**config.mk**
```make
export PLATFORM = sky130hd
export DESIGN_NAME = pipe_stage_reg_flat
export DESIGN_NICKNAME = d
export VERILOG_FILES = /design/src/rtl/pipe_pkg.sv /design/src/rtl/pipe_stage_reg_if.sv /design/src/rtl/pipe_slot.sv /design/src/rtl/pipe_stage_reg.sv /design/src/flat_wrapper.sv
export SDC_FILE = /design/constraint.sdc
export NUM_CORES = 1
export LEC_CHECK = 0
export ABC_AREA = 0
export CAP_MARGIN = 20
export CORE_MARGIN = 8
export CORE_UTILIZATION = 41
export CTS_CLUSTER_SIZE = 16
export DETAILED_ROUTE_END_ITERATION = 7
export PLACE_DENSITY = 0.79
export SETUP_SLACK_MARGIN = 0.2
export SYNTH_ARGS = -nofsm -noshare
export SYNTH_HDL_FRONTEND = slang
export SYNTH_SLANG_ARGS = --single-unit
export TNS_END_PERCENT = 30
```
**constraint.sdc**
```tcl
create_clock -name clk -period 2.15 [get_ports clk]
set_input_delay 0.5375 -clock clk [delete_from_list [all_inputs] [get_ports clk]]
set_output_delay 0.5375 -clock clk [all_outputs]
set_load 0.01 [all_outputs]
```
**src/rtl/pipe_pkg.sv**
```systemverilog
// Shared definitions for the inter-stage valid/ready pipeline registers.
package pipe_pkg;

  localparam int unsigned OCC_W = 2;

  typedef enum logic [OCC_W-1:0] {
    OCC_EMPTY = 2'd0,
    OCC_ONE   = 2'd1,
    OCC_FULL  = 2'd2
  } occ_e;

  // Payload widths at each stage boundary of the five-stage core
  localparam int unsigned DATA_W_FD = 64;   // instr + PC8
  localparam int unsigned DATA_W_DE = 134;  // instr + PC8 + rs/rt values + write num + we
  localparam int unsigned DATA_W_EM = 134;  // instr + PC8 + alu result + rt value + write num + we
  localparam int unsigned DATA_W_MW = 102;  // instr + PC8 + result + write num + we

endpackage

```
**src/rtl/pipe_stage_reg_if.sv**
```systemverilog
// One valid/ready/data channel; master drives valid/data, slave drives ready.
interface pipe_stage_reg_if #(
  parameter int unsigned DATA_W = 32
);
  logic              valid;
  logic              ready;
  logic [DATA_W-1:0] data;

  modport master (output valid, output data, input ready);
  modport slave  (input valid, input data, output ready);
endinterface

```
**src/rtl/pipe_slot.sv**
```systemverilog
// Single payload register with valid bit; sync clear and sync active-low reset load RESET_DATA.
module pipe_slot #(
  parameter int unsigned       DATA_W     = 32,
  parameter logic [DATA_W-1:0] RESET_DATA = '0
) (
  input  logic              clk,
  input  logic              reset,
  input  logic              clear,
  input  logic              load,
  input  logic              valid_d,
  input  logic [DATA_W-1:0] data_d,
  output logic              valid,
  output logic [DATA_W-1:0] data
);

  always_ff @(posedge clk) begin
    if (!reset || clear) begin
      valid <= 1'b0;
      data  <= RESET_DATA;
    end else begin
      valid <= valid_d;
      if (load) data <= data_d;
    end
  end

endmodule

```
**src/rtl/pipe_stage_reg.sv**
```systemverilog
// Valid/ready pipeline register between adjacent stages with flush and saturating backpressure counter.
// Define PIPE_STAGE_SKID_EN to add the two-entry skid buffer with a registered in_ready.
module pipe_stage_reg
  import pipe_pkg::*;
#(
  parameter int unsigned       DATA_W     = 32,
  parameter int unsigned       CNT_W      = 16,
  parameter logic [DATA_W-1:0] RESET_DATA = '0
) (
  input  logic             clk,
  input  logic             reset,
  input  logic             flush,
  pipe_stage_reg_if.slave  up,
  pipe_stage_reg_if.master dn,
  output logic [OCC_W-1:0] occupancy,
  output logic [CNT_W-1:0] bp_cycles
);

  localparam logic [CNT_W-1:0] BP_MAX = '1;

  occ_e              state_q, state_d;
  logic              in_fire, out_fire;
  logic              m_valid, m_valid_d, m_load;
  logic [DATA_W-1:0] m_data, m_data_d;
`ifdef PIPE_STAGE_SKID_EN
  logic              s_valid, s_valid_d, s_load;
  logic [DATA_W-1:0] s_data;
`endif

  assign in_fire   = up.valid && up.ready;
  assign out_fire  = m_valid && dn.ready;
  assign dn.valid  = m_valid;
  assign dn.data   = m_data;
  assign occupancy = OCC_W'(state_q);

`ifdef PIPE_STAGE_SKID_EN
  assign up.ready = !s_valid;
`else
  assign up.ready = !m_valid || dn.ready;
`endif

  always_ff @(posedge clk) begin
    if (!reset) state_q <= OCC_EMPTY;
    else        state_q <= state_d;
  end

  // Next occupancy and slot load controls; flush overrides everything below
  always_comb begin
    state_d   = state_q;
    m_load    = 1'b0;
    m_valid_d = m_valid;
    m_data_d  = up.data;
`ifdef PIPE_STAGE_SKID_EN
    s_load    = 1'b0;
    s_valid_d = s_valid;
    case (state_q)
      OCC_EMPTY: if (in_fire) begin
        m_load    = 1'b1;
        m_valid_d = 1'b1;
        state_d   = OCC_ONE;
      end
      OCC_ONE: if (in_fire && out_fire) begin
        m_load = 1'b1;
      end else if (in_fire) begin
        s_load    = 1'b1;
        s_valid_d = 1'b1;
        state_d   = OCC_FULL;
      end else if (out_fire) begin
        m_valid_d = 1'b0;
        state_d   = OCC_EMPTY;
      end
      OCC_FULL: if (out_fire) begin
        m_load    = 1'b1;
        m_data_d  = s_data;
        s_valid_d = 1'b0;
        state_d   = OCC_ONE;
      end
      default: begin
        m_valid_d = 1'b0;
        s_valid_d = 1'b0;
        state_d   = OCC_EMPTY;
      end
    endcase
`else
    case (state_q)
      OCC_EMPTY: if (in_fire) begin
        m_load    = 1'b1;
        m_valid_d = 1'b1;
        state_d   = OCC_ONE;
      end
      // in_ready equals out_ready here, so an in-fire always coincides with an out-fire
      OCC_ONE: if (in_fire) begin
        m_load = 1'b1;
      end else if (out_fire) begin
        m_valid_d = 1'b0;
        state_d   = OCC_EMPTY;
      end
      default: begin
        m_valid_d = 1'b0;
        state_d   = OCC_EMPTY;
      end
    endcase
`endif
    if (flush) state_d = OCC_EMPTY;
  end

  pipe_slot #(.DATA_W(DATA_W), .RESET_DATA(RESET_DATA)) u_m_slot (
    .clk     (clk),
    .reset   (reset),
    .clear   (flush),
    .load    (m_load),
    .valid_d (m_valid_d),
    .data_d  (m_data_d),
    .valid   (m_valid),
    .data    (m_data)
  );

`ifdef PIPE_STAGE_SKID_EN
  pipe_slot #(.DATA_W(DATA_W), .RESET_DATA(RESET_DATA)) u_s_slot (
    .clk     (clk),
    .reset   (reset),
    .clear   (flush),
    .load    (s_load),
    .valid_d (s_valid_d),
    .data_d  (up.data),
    .valid   (s_valid),
    .data    (s_data)
  );
`endif

  // Saturating count of cycles where a presented payload is stalled; only reset clears it
  always_ff @(posedge clk) begin
    if (!reset) begin
      bp_cycles <= '0;
    end else if (m_valid && !dn.ready && bp_cycles != BP_MAX) begin
      bp_cycles <= bp_cycles + CNT_W'(1);
    end
  end

endmodule

```
**src/flat_wrapper.sv**
```systemverilog
// flat-port wrapper written by rule: the top's interface ports become plain ports
module pipe_stage_reg_flat import pipe_pkg::*;
#(
  parameter int unsigned       DATA_W     = 32,
  parameter int unsigned       CNT_W      = 16,
  parameter logic [DATA_W-1:0] RESET_DATA = '0
)
  (clk, reset, flush, occupancy, bp_cycles, up_valid, up_data, up_ready, dn_valid, dn_data, dn_ready);
  pipe_stage_reg_if #(.DATA_W(DATA_W)) up_i ();
  pipe_stage_reg_if #(.DATA_W(DATA_W)) dn_i ();
  input  logic clk;
  input  logic reset;
  input  logic flush;
  output logic [OCC_W-1:0] occupancy;
  output logic [CNT_W-1:0] bp_cycles;
  input wire logic [$bits(up_i.valid)-1:0] up_valid;
  input wire logic [$bits(up_i.data)-1:0] up_data;
  output wire logic [$bits(up_i.ready)-1:0] up_ready;
  output wire logic [$bits(dn_i.valid)-1:0] dn_valid;
  output wire logic [$bits(dn_i.data)-1:0] dn_data;
  input wire logic [$bits(dn_i.ready)-1:0] dn_ready;
  assign up_i.valid = up_valid;
  assign up_i.data = up_data;
  assign up_ready = up_i.ready;
  assign dn_valid = dn_i.valid;
  assign dn_data = dn_i.data;
  assign dn_i.ready = dn_ready;
  pipe_stage_reg #(.DATA_W(DATA_W), .CNT_W(CNT_W), .RESET_DATA(RESET_DATA)) u_core (.clk(clk), .reset(reset), .flush(flush), .up(up_i), .dn(dn_i), .occupancy(occupancy), .bp_cycles(bp_cycles));
endmodule
```
==> reports/results.ini <==
[placed_design]
place_inst = 407
io_buffers = 87
gp_congestion = 0.8104
dpl_cell_area_um2 = 3082
dp_hpwl_mm = 4.261

[timing]
finalSetupViolCount = 0
final_max_slew_viol_count = 0
min_period_over_period_pct = 91.91
hold_viol = 0
finClkSkew_ns = 0.008282
worstMarginPinSlew_ns = 0.9802
min_period_ns = 1.976
fmax_ghz = 0.5060
rsz0062_at_grt = yes
slew_headroom_pct = 33.94

[die]
die_y_um = 86.03
row_count = 25
design.portCount = 89
start_util_pct = 42.57
dieWidth_um = 86.03
die_area_um2 = 7401
coreArea_um2 = 4723

[drt]
drc = 0
routed_wl_mm = 5.773
via_per_inst = 4.969
ant_nets = 0
dr.pass1.iters = 4
wire_per_inst_um = 13.88
vias = 2067
drtIter0Drc = 104

[global_route]
grt_use_total_pct = 15.82
overflow = 0
grt_pass1_wl_mm = 9.515
grt_max_degree = 33
antenna_found_initial = 0
grt_pass1_vias = 2022

[cts]
cts_setup_buffers = 0
clkTransAtPathRegs_ns = 0.09
cts.sinks = 49
clk_latency_ns = 0.30
htree_levels = 2
cts_made_buffers = 5
hold_buffers = 0
cts_tree = done
clockRootBuffer = clkbuf_8
clk_path_buf_depth = 2

[hold_path]
hold_depth = 2
hold_path_end = u_core.u_m_slot.data[5]
hold_class = reg2reg
hp-start = u_core.u_m_slot.data[5]

[worst_setup_path]
end_kind = flip-flop
reg2reg_slack_ns = 0.17
worstReg2RegStart = u_core.bp_cycles[9]
crit_arrival_ns = 2.15
cp-start-kind = flip-flop
r2r-end = u_core.bp_cycles[14]
criticalPathCategory = reg2reg
worstRegToRegCells = 4
path_max_fanout = 10
required_ns = 2.32
critPathLaunch = u_core.bp_cycles[9]

[synthesis]
syn-num-nets = 282
avgSynthCellArea_um2 = 8.240
synth_top_area_share_pct = 48.79
synth-edff-count = 0
yosysWarnings = 0
seq_area_frac_synth_pct = 48.79
syn_inst = 244
synthFlopType = dfxtp_1
ys_seq_elements = 49
yosys-top-cells-area = dfxtp_1 49%, nand2_1 13%, a21oi_1 10%
yosysTopAreaCell = dfxtp_1
netlist-cell-type-count = 36
ys_top_cells_by_count = 72 x nand2_1, 49 x dfxtp_1, 42 x a21oi_1
yosys.cell_count.top_type = nand2_1
synthArstFlopShare_pct = 0
syn_area_um2 = 2011

[layout]
antennaDiodeCount = 0
final_nets = 386
drive_gt1_share_pct = 14.33
synthToLayoutAreaGrowth_pct = 58.12
stdcell_count = 416
utilization_pct = 67.31
fin_area_um2 = 3179

[power]
power.density_nw_per_um2 = 528.7
finalPower_w = 0.001681
peakVddDrop_mv = 0.3852
leakage_nw = 1.164

[flow_run]
cap_violations = 0

[outcome]
outcome = complete, no violations

==> critical path, cell delays in order (launching register included) <==
cell and delay, ns:
dfxtp_1 0.36, nand4_1 0.25, o41ai_2 0.96, or4_1 0.22
a21oi_1 0.06
==> how the worst max path moves through the flow <==
stage | end | slack [ns] | cells after the start
3_5_place_dp | up_ready | -0.21 | 4
5_1_grt | u_core.bp_cycles[14] | 0.12 | 4
6_report | u_core.bp_cycles[14] | 0.17 | 4
3_3_place_gp | up_ready | -0.22 | 4
4_1_cts | up_ready | 0.06 | 4
2_1_floorplan | u_core.bp_cycles[1] | 0.38 | 6
==> timing repair <==
action	in CTS	in global routing
endpoints found under the setup margin	14	11
cloned	1	0
pin swaps	1	0
gates resized for setup	1	2
==> registers in the layout (all words and copies together) (netlist names) <==
name / flops
u_core.occupancy: 1
u_core.u_m_slot.data: 32
u_core.bp_cycles: 16
==> per-layer routing <==
metal	up-vias	wire length (µm)	GRT usage, %
li1	1043	-	-
met1	950	2439	18.06
met2	66	2748	26.24
met3	8	499	6.495
met4	0	85	4.618
met5	-	0	0
==> cells by family (layout without fill, tap and decap cells) <==
family                   count (synthesis)  in the layout  share of synthesized area [%]
AO/OA/AOI/OAI                           58             59                          16.93
XOR/XNOR                                 1              1                         0.4357
adder cells (fa/ha/maj)                  1              1                         0.6222
buffers and inverters                   21            125                          5.476
flip-flops                              49             49                          48.79
multiplexers                             2              2                         0.9957
other                                    1              1                         0.1865
AND/OR/NAND/NOR                        111            111                          26.57
==> area by class of cell <==
type / instances / area [µm²]
fill: 395 / 1544
sequential: 49 / 980.9
timing repair buffer: 114 / 1081
tap: 67 / 83.83
clock inverter: 3 / 17.52
multi-input combinational: 175 / 935.9
clock buffer: 5 / 68.82
inverter: 3 / 11.26
==> placed cells by master, fill, tap and decap left out, types with 2 or more instances in the layout <==
| cell type | instances |
|---|---|
| o21a_1 | 2 |
| inv_1 | 3 |
| o21ai_1 | 5 |
| mux2i_1 | 2 |
| or4_1 | 4 |
| nor4_1 | 3 |
| clkdlybuf4s50_1 | 86 |
| o31a_1 | 2 |
| nand3_1 | 6 |
| nand2b_1 | 2 |
| and3_1 | 2 |
| a21oi_1 | 42 |
| o31ai_1 | 4 |
| nand4_1 | 3 |
| clkinv_2 | 2 |
| nand3_2 | 2 |
| or3_2 | 5 |
| buf_4 | 26 |
| nand2_1 | 72 |
| clkbuf_8 | 5 |
| dfxtp_1 | 49 |
| nor2_1 | 5 |
==> where the power goes <==
part           switching (W)  leakage (nW)  internal, W
clock network       0.000304        0.0439     0.000225
logic              0.0000914         0.722     0.000123
registers          0.0000100         0.398     0.000928
==> metrics by stage <==
stage / hold WS (ns) / setup TNS, ns / worst slack [ns]
floorplan: 0.4805 / 0 / 0.3828
global placement: 0.4402 / -0.3855 / -0.2183
detailed placement: 0.4461 / -0.5898 / -0.2100
CTS: 0.4588 / 0 / 0.06073
global route: 0.4741 / 0 / 0.1226
finish: 0.4555 / 0 / 0.1739
No activity file was read; power rests on OpenSTA's default activity.
